[src/rtl/text_row_renderer_pkg.sv]
// Shared font geometry and character codes for the text row renderer and the
// producers that write readouts into its character buffer.
package text_pkg;

    localparam int GLYPH_W_DEF = 16;
    localparam int GLYPH_H_DEF = 32;

    localparam logic [7:0] CH_SPACE = 8'h20;
    localparam logic [7:0] CH_PCT   = 8'h25;
    localparam logic [7:0] CH_MINUS = 8'h2D;
    localparam logic [7:0] CH_DOT   = 8'h2E;
    localparam logic [7:0] CH_ZERO  = 8'h30;
    localparam logic [7:0] CH_COLON = 8'h3A;
    localparam logic [7:0] CH_C     = 8'h43;
    localparam logic [7:0] CH_F     = 8'h46;
    localparam logic [7:0] CH_H     = 8'h48;
    localparam logic [7:0] BLINK_ATTR = 8'h80;

    // Non-BCD nibbles come out as '-' so a bad reading is obvious on screen.
    function automatic logic [7:0] ascii_digit(input logic [3:0] bcd);
        return (bcd <= 4'd9) ? (CH_ZERO + {4'd0, bcd}) : CH_MINUS;
    endfunction

endpackage

[src/rtl/text_row_renderer_glyph_rom.sv]
// 16x32 font ROM: one row of glyph pixels per lookup, column 0 in the MSB.
// Digits and C/F/H share a seven-segment layout; unknown codes draw a hollow box.
module glyph_rom16x32
    import text_pkg::*;
(
    input  logic [6:0]  i_code,
    input  logic [4:0]  i_row,
    output logic [15:0] o_bits
);

    localparam logic [15:0] SEG_L   = 16'h1800;
    localparam logic [15:0] SEG_R   = 16'h0018;
    localparam logic [15:0] SEG_BAR = 16'h1FF8;

    // s = {a,b,c,d,e,f,g}
    function automatic logic [15:0] seg_row(input logic [6:0] s, input logic [4:0] r);
        logic [15:0] v;
        v = '0;
        if (r >= 5'd4 && r <= 5'd5)        v = s[6] ? SEG_BAR : '0;
        else if (r >= 5'd6 && r <= 5'd14)  v = (s[1] ? SEG_L : '0) | (s[5] ? SEG_R : '0);
        else if (r >= 5'd15 && r <= 5'd16) v = s[0] ? SEG_BAR :
            (((s[1] | s[2]) ? SEG_L : '0) | ((s[5] | s[4]) ? SEG_R : '0));
        else if (r >= 5'd17 && r <= 5'd25) v = (s[2] ? SEG_L : '0) | (s[4] ? SEG_R : '0);
        else if (r >= 5'd26 && r <= 5'd27) v = s[3] ? SEG_BAR : '0;
        return v;
    endfunction

    logic       w_blank;
    logic [4:0] w_rm4;
    logic [3:0] w_diag;

    assign w_blank = (i_row < 5'd4) || (i_row > 5'd27);
    assign w_rm4   = i_row - 5'd4;
    assign w_diag  = w_rm4[4:1];

    always_comb begin
        o_bits = '0;
        case (i_code)
            CH_SPACE[6:0]: o_bits = '0;
            7'h30: o_bits = seg_row(7'b1111110, i_row);
            7'h31: o_bits = seg_row(7'b0110000, i_row);
            7'h32: o_bits = seg_row(7'b1101101, i_row);
            7'h33: o_bits = seg_row(7'b1111001, i_row);
            7'h34: o_bits = seg_row(7'b0110011, i_row);
            7'h35: o_bits = seg_row(7'b1011011, i_row);
            7'h36: o_bits = seg_row(7'b1011111, i_row);
            7'h37: o_bits = seg_row(7'b1110000, i_row);
            7'h38: o_bits = seg_row(7'b1111111, i_row);
            7'h39: o_bits = seg_row(7'b1111011, i_row);
            CH_C[6:0]: o_bits = seg_row(7'b1001110, i_row);
            CH_F[6:0]: o_bits = seg_row(7'b1000111, i_row);
            CH_H[6:0]: o_bits = seg_row(7'b0110111, i_row);
            CH_MINUS[6:0]: o_bits = (i_row == 5'd15 || i_row == 5'd16) ? SEG_BAR : '0;
            CH_DOT[6:0]:   o_bits = (i_row >= 5'd24 && i_row <= 5'd27) ? 16'h0180 : '0;
            CH_COLON[6:0]: o_bits = ((i_row >= 5'd9 && i_row <= 5'd11) ||
                                     (i_row >= 5'd20 && i_row <= 5'd22)) ? 16'h0180 : '0;
            CH_PCT[6:0]: begin
                // diagonal walks from column 12 at the top to column 1 at the bottom
                if (!w_blank) begin
                    o_bits = 16'h8000 >> (4'd12 - w_diag);
                    if (i_row >= 5'd5 && i_row <= 5'd7)   o_bits = o_bits | 16'h3000;
                    if (i_row >= 5'd24 && i_row <= 5'd26) o_bits = o_bits | 16'h000C;
                end
            end
            default: begin
                if (!w_blank)
                    o_bits = (i_row == 5'd4 || i_row == 5'd27) ? 16'hFFFF : 16'h8001;
            end
        endcase
    end

endmodule

[src/rtl/text_row_renderer.sv]
// Two-stage pixel pipeline drawing one row of NUM_CHARS scaled glyphs from a
// writable character buffer, with a frame-counted blink attribute.
module text_row_renderer
    import text_pkg::*;
#(
    parameter int NUM_CHARS    = 8,
    parameter int GLYPH_W      = GLYPH_W_DEF,
    parameter int GLYPH_H      = GLYPH_H_DEF,
    parameter int SCALE_LOG2   = 0,
    parameter int BLINK_FRAMES = 30
) (
    input  logic       clk,
    input  logic       reset_n,
    input  logic [9:0] start_x,
    input  logic [9:0] start_y,
    input  logic [9:0] x,
    input  logic [9:0] y,
    input  logic       pix_valid,
    input  logic       frame_tick,
    input  logic       wr_en,
    input  logic [4:0] wr_addr,
    input  logic [7:0] wr_char,
    output logic       on_text,
    output logic       text_valid
);

    localparam int COL_W   = $clog2(GLYPH_W);
    localparam int ROW_W   = $clog2(GLYPH_H);
    localparam int CW_LOG2 = COL_W + SCALE_LOG2;
    localparam int CNT_W   = (BLINK_FRAMES > 1) ? $clog2(BLINK_FRAMES) : 1;
    localparam logic [10:0]      BOX_W    = 11'(NUM_CHARS << CW_LOG2);
    localparam logic [10:0]      BOX_H    = 11'(GLYPH_H << SCALE_LOG2);
    localparam logic [CNT_W-1:0] CNT_LAST = CNT_W'(BLINK_FRAMES - 1);

    logic [1:0]                 r_rst_sync;
    logic                       w_rst_n;
    logic [NUM_CHARS-1:0][7:0]  r_buf;
    logic [CNT_W-1:0]           r_cnt;
    logic                       r_phase;
    logic [1:0]                 r_vld_pipe;
    logic                       r_in_box;
    logic [COL_W-1:0]           r_col;
    logic [ROW_W-1:0]           r_row;
    logic [7:0]                 r_char;
    logic                       r_on_text;

    logic [9:0]       w_rel_x, w_rel_y, w_cell;
    logic             w_in_box;
    logic [COL_W-1:0] w_col;
    logic [ROW_W-1:0] w_row;
    logic [7:0]       w_char;
    logic [15:0]      w_row_bits;

    // Reset asserts asynchronously but releases on a clock edge.
    always_ff @(posedge clk or negedge reset_n) begin
        if (!reset_n) r_rst_sync <= '0;
        else          r_rst_sync <= {r_rst_sync[0], 1'b1};
    end
    assign w_rst_n = r_rst_sync[1];

    assign w_rel_x  = x - start_x;
    assign w_rel_y  = y - start_y;
    assign w_in_box = ({1'b0, x} >= {1'b0, start_x}) && ({1'b0, x} < {1'b0, start_x} + BOX_W) &&
                      ({1'b0, y} >= {1'b0, start_y}) && ({1'b0, y} < {1'b0, start_y} + BOX_H);
    assign w_cell   = w_rel_x >> CW_LOG2;
    assign w_col    = COL_W'(w_rel_x >> SCALE_LOG2);
    assign w_row    = ROW_W'(w_rel_y >> SCALE_LOG2);

    // Cells past the row only occur outside the box, where the char is don't-care.
    always_comb begin
        w_char = CH_SPACE;
        for (int i = 0; i < NUM_CHARS; i++)
            if (w_cell == 10'(i)) w_char = r_buf[i];
    end

    always_ff @(posedge clk or negedge w_rst_n) begin
        if (!w_rst_n) begin
            for (int i = 0; i < NUM_CHARS; i++) r_buf[i] <= CH_SPACE;
        end else if (wr_en) begin
            for (int i = 0; i < NUM_CHARS; i++)
                if (wr_addr == 5'(i)) r_buf[i] <= wr_char;
        end
    end

    always_ff @(posedge clk or negedge w_rst_n) begin
        if (!w_rst_n) begin
            r_cnt   <= '0;
            r_phase <= 1'b0;
        end else if (frame_tick) begin
            if (r_cnt == CNT_LAST) begin
                r_cnt   <= '0;
                r_phase <= ~r_phase;
            end else begin
                r_cnt <= r_cnt + 1'b1;
            end
        end
    end

    glyph_rom16x32 u_rom (
        .i_code (r_char[6:0]),
        .i_row  (r_row),
        .o_bits (w_row_bits)
    );

    always_ff @(posedge clk or negedge w_rst_n) begin
        if (!w_rst_n) begin
            r_vld_pipe <= '0;
            r_in_box   <= 1'b0;
            r_col      <= '0;
            r_row      <= '0;
            r_char     <= '0;
            r_on_text  <= 1'b0;
        end else begin
            r_vld_pipe <= {r_vld_pipe[0], pix_valid};
            r_in_box   <= w_in_box;
            r_col      <= w_col;
            r_row      <= w_row;
            r_char     <= w_char;
            r_on_text  <= r_vld_pipe[0] && r_in_box && w_row_bits[~r_col] &&
                          !(r_char[7] && r_phase);
        end
    end

    assign on_text    = r_on_text;
    assign text_valid = r_vld_pipe[1];

endmodule

[config.mk]
export PLATFORM = sky130hd
export DESIGN_NAME = text_row_renderer
export DESIGN_NICKNAME = d
export VERILOG_FILES = /design/src/rtl/text_row_renderer_pkg.sv /design/src/rtl/text_row_renderer_glyph_rom.sv /design/src/rtl/text_row_renderer.sv
export SDC_FILE = /design/constraint.sdc
export NUM_CORES = 1
export LEC_CHECK = 0
export BUFFER_PORTS_ARGS = -buffer_cell sky130_fd_sc_hd__buf_2
export CAP_MARGIN = 30
export CORE_MARGIN = 2
export CORE_UTILIZATION = 40
export DETAILED_ROUTE_END_ITERATION = 10
export SETUP_SLACK_MARGIN = 0.02
export SYNTH_ARGS = -nofsm -noshare
export SYNTH_HDL_FRONTEND = slang
export SYNTH_SLANG_ARGS = --single-unit
[constraint.sdc]
create_clock -name clk -period 8.9 [get_ports clk]
set_clock_uncertainty 0.1 [all_clocks]
set_input_delay 0.445 -clock clk [delete_from_list [all_inputs] [get_ports clk]]
set_output_delay 0.445 -clock clk [all_outputs]
set_load 0.02 [all_outputs]
==> results.md <==
- Worst setup SP type: flip-flop
- Top Ports: 60
- Sequential Area: around 0.0023 mm2
- Starting Density: ~40%
- Drt total wl: between 10000 and 15000 um
- Total Nets Final: 778
- Setup slack, reg-to-reg: approximately 5.1 ns
- PwrDens: 191.2 mW/mm2
- Fillers: roughly 1500
- Clock slew at reported path FFs: 0.07 ns
- Sequential Power Share: between 40% and 50%
- First-pass GRT wire length: 24720 um
- Async SR Flop Fraction: 100.0%
- Total CTS buffers: 9
- Vias in the first global route: approximately 5000
- Psw: ~470 uW
- Pin count of the biggest net entering global routing: 73
- Max_cap viols: 0
- Worst r2r dst: on_text
- Peak supply drop: around 0.11 mV
- Crit path required time: 9.02 ns
- Final worst-path cycle share: between 40% and 50%
- Mapped Nets: 727
- Remaining antenna violation count: 0
- CP startpoint: r_row[2]
- HPWL after DPL: approximately 11000 um
- Post-CTS Setup Inserts: 0
- Setup CP Type: flip-flop to flip-flop
- Switch share: approximately a third
- TritonCTS Sinks: 93
- Combinational power share: a little under a third
- Seq cells post-synth: 93
- Pleak: around 0.0032 uW
- CP endpoint: on_text
- Setup violators final: 0
- Placeable Area: 0.01571 mm2
- Critical path's most frequent cell: inv_1
- Worst Max-Slew Pin Slew: 0.8538 ns
- Netlist cell types: a little over 70
- DRT Pass-1 Iters: 5
- Antenna cells: 0
- Fin crit period: between 3 and 4 ns
- Seq/Total Area, Yosys: 36.62%
- Gr busiest metal: met2
- Critical path peak fanout: 25
- Root buf cell: clkbuf_16
- Chip width: 130.3 um
- Int Pwr: between 900 and 1000 uW
- Slowest CP cell: dfrtp_1
- H-tree depth: 3
- R2R cell count: 11
- GR Layer Usage met3: roughly 3.1%
- Mapped cell area: 0.006382 mm2
- Area of the multi-input gates: about 0.0038 mm2
- Slew headroom: a little over two fifths
- Worst Path Arrival: between 3 and 4 ns
- DRC violations left: 0
- Clk buf depth: 2
- RD Place Congestion: between 0.9 and 1
- Die H: 130.3 um
- CTS tree: yes
- Routing usage on met2: between 20% and 30%
- EDFF count, synth: 0
- Commonest non-fill, non-tap cell in the layout: dfrtp_1
- Most used DFF post-synth: dfrtp_1
- Syn Inst Count: roughly 630
- Syn. warnings: 0
- Clock Latency Late Sink: roughly 0.35 ns
- Routed vias/inst: 5.599
- Area Growth Syn to Fin: 12.72%
- Initial antenna violation count: 0
- Slew Limit Fails: 0
- Most frequent cells in the layout: 84 x dfrtp_1, 64 x mux2_2, 59 x buf_2
- Hold crit path type: input pin to flip-flop
- Iter 0 DRT Violations: 369
- Met1 Use GR: between 20% and 30%
- Die area: about 0.017 mm2
- Syn avg cell area: 10.16 um2
- Highest Clock Rate: about 260 MHz
- Unrepaired setup endpoints after global routing: no
- Outcome: completed
- Total track usage: 18.33%
- Cell breakdown of the critical path: inv_1 > ha_1 > and3_1 > nor4_1 > or4_1 > or2_1 > inv_1 > a211oi_1 > o21a_1 > o41a_1 > a32oi_1
- Clk pwr share: 26.8%
- Port Buffer Count: 59
- Worst Setup End Kind: flip-flop
- GRT overflow: 0
- Drt wl/cell: between 15 and 20 um
- Reg2Reg Launch Point: r_row[2]
- Setup TNS: 0 ns
- Share of layout cells above drive strength 1: approximately a quarter
- Final hold viol count: 0
- Total chip power: 1375 uW
- CP max stage delay: 0.86 ns
- Num rows: 46
- Via count: 5039
[power by group through the flow]
stage                     clock network, uW  logic, uW  registers [uW]
after floorplan                           0        340             555
after global placement                    0        402             593
after detailed placement                  0        417             592
after CTS                               378        419             585
after global routing                    398        467             600
final                                   369        420             586
[registers in the layout, summed over array words and instances, names as in the netlist]
name,count
r_buf,64
r_char,8
r_cnt,5
r_row,5
r_col,4
r_rst_sync,2
r_vld_pipe,2
on_text,1
r_in_box,1
r_phase,1
[worst min path at each step]
stage                     slack, ns          start            end  cells past startpoint
final                           0.1      pix_valid  r_vld_pipe[0]                      1
after CTS                      0.09      pix_valid  r_vld_pipe[0]                      1
after detailed placement       0.12  r_rst_sync[1]      r_buf[27]                      0
after global routing           0.09      pix_valid  r_vld_pipe[0]                      1
after global placement         0.13        reset_n  r_rst_sync[0]                      1
after floorplan                0.05        reset_n  r_rst_sync[0]                      0
[cell families (layout without fill, tap and decap cells)]
| logic type | after synthesis | after routing | share of synthesized area (%) |
|---|---|---|---|
| adders and majority gates | 41 | 41 | 8.273 |
| buffers and inverters | 71 | 127 | 4.352 |
| AOI/OAI and AO/OA | 123 | 123 | 13.45 |
| muxes | 88 | 88 | 18.19 |
| DFF | 93 | 93 | 36.62 |
| and+or+nand+nor | 192 | 192 | 16.33 |
| other | 1 | 1 | 0.05876 |
| xor gates and xnor gates | 19 | 19 | 2.725 |
[metrics by stage]
stage / setup WS (ns) / hold WS [ns] / utilization (%) / cells / cell area (um2)
final: 5.120 / 0.09854 / 45.79 / 900 / 7194
after global routing: 4.890 / 0.09129 / 45.79 / 900 / 7194
after CTS: 5.195 / 0.08782 / 45.79 / 900 / 7194
after detailed placement: 5.208 / 0.1215 / 43.92 / 883 / 6900
after global placement: 5.215 / 0.1293 / 43.69 / 881 / 6865
after floorplan: 5.751 / 0.04941 / - / 628 / 6382
[synth_stat cells, drive strengths merged, types with 6 or more instances]
master   count  area share, %
dfstp        8            3.3
dfrtp       85             33
inv         47            2.8
nor2        34            2.0
a21oi       23            1.8
nand3       18            1.4
nand4        8           0.78
xor2         6           0.82
nor2b       18            1.8
o2111ai      6           0.82
nor4         6           0.69
nor3        18            1.4
ha          39            7.6
nand2       41            2.4
buf         10           0.76
nor3b        7           0.98
nand2b      15            1.6
xnor2       13            1.9
mux4        16            5.6
mux2        64             11
o21ai       26            2.0
clkbuf      14           0.82
mux2i        8            1.3
[per-layer routing]
layer / wire length [um] / vias up
met4: 292 / 0
met3: 581 / 25
met1: 6837 / 2461
met2: 7017 / 135
li1: - / 2418
met5: 0 / -
[worst max-delay path: cells and delay by family, from the launching register on]
kind,cells,cell delay [ns]
flops,1,0.86
compound gates,4,0.64
simple gates,4,1.28
buf+inv,2,0.44
fa+ha+maj,1,0.34
[layout make-up]
type                            count  share of cell area (%)
Multi-Input combinational cell    464                   52.37
Sequential cell                    93                   32.54
Clock inverter                      7                  0.8174
Clock buffer                        9                   3.130
Timing Repair Buffer               64                   4.939
Tap cell                          216                   3.757
Inverter                           47                   2.452
[what timing repair did]
action	in CTS	in global routing
endpoints found under the hold margin	2	0
gates resized for setup	0	0
hold buffers	1	0
(Power assumes the default switching activity.)
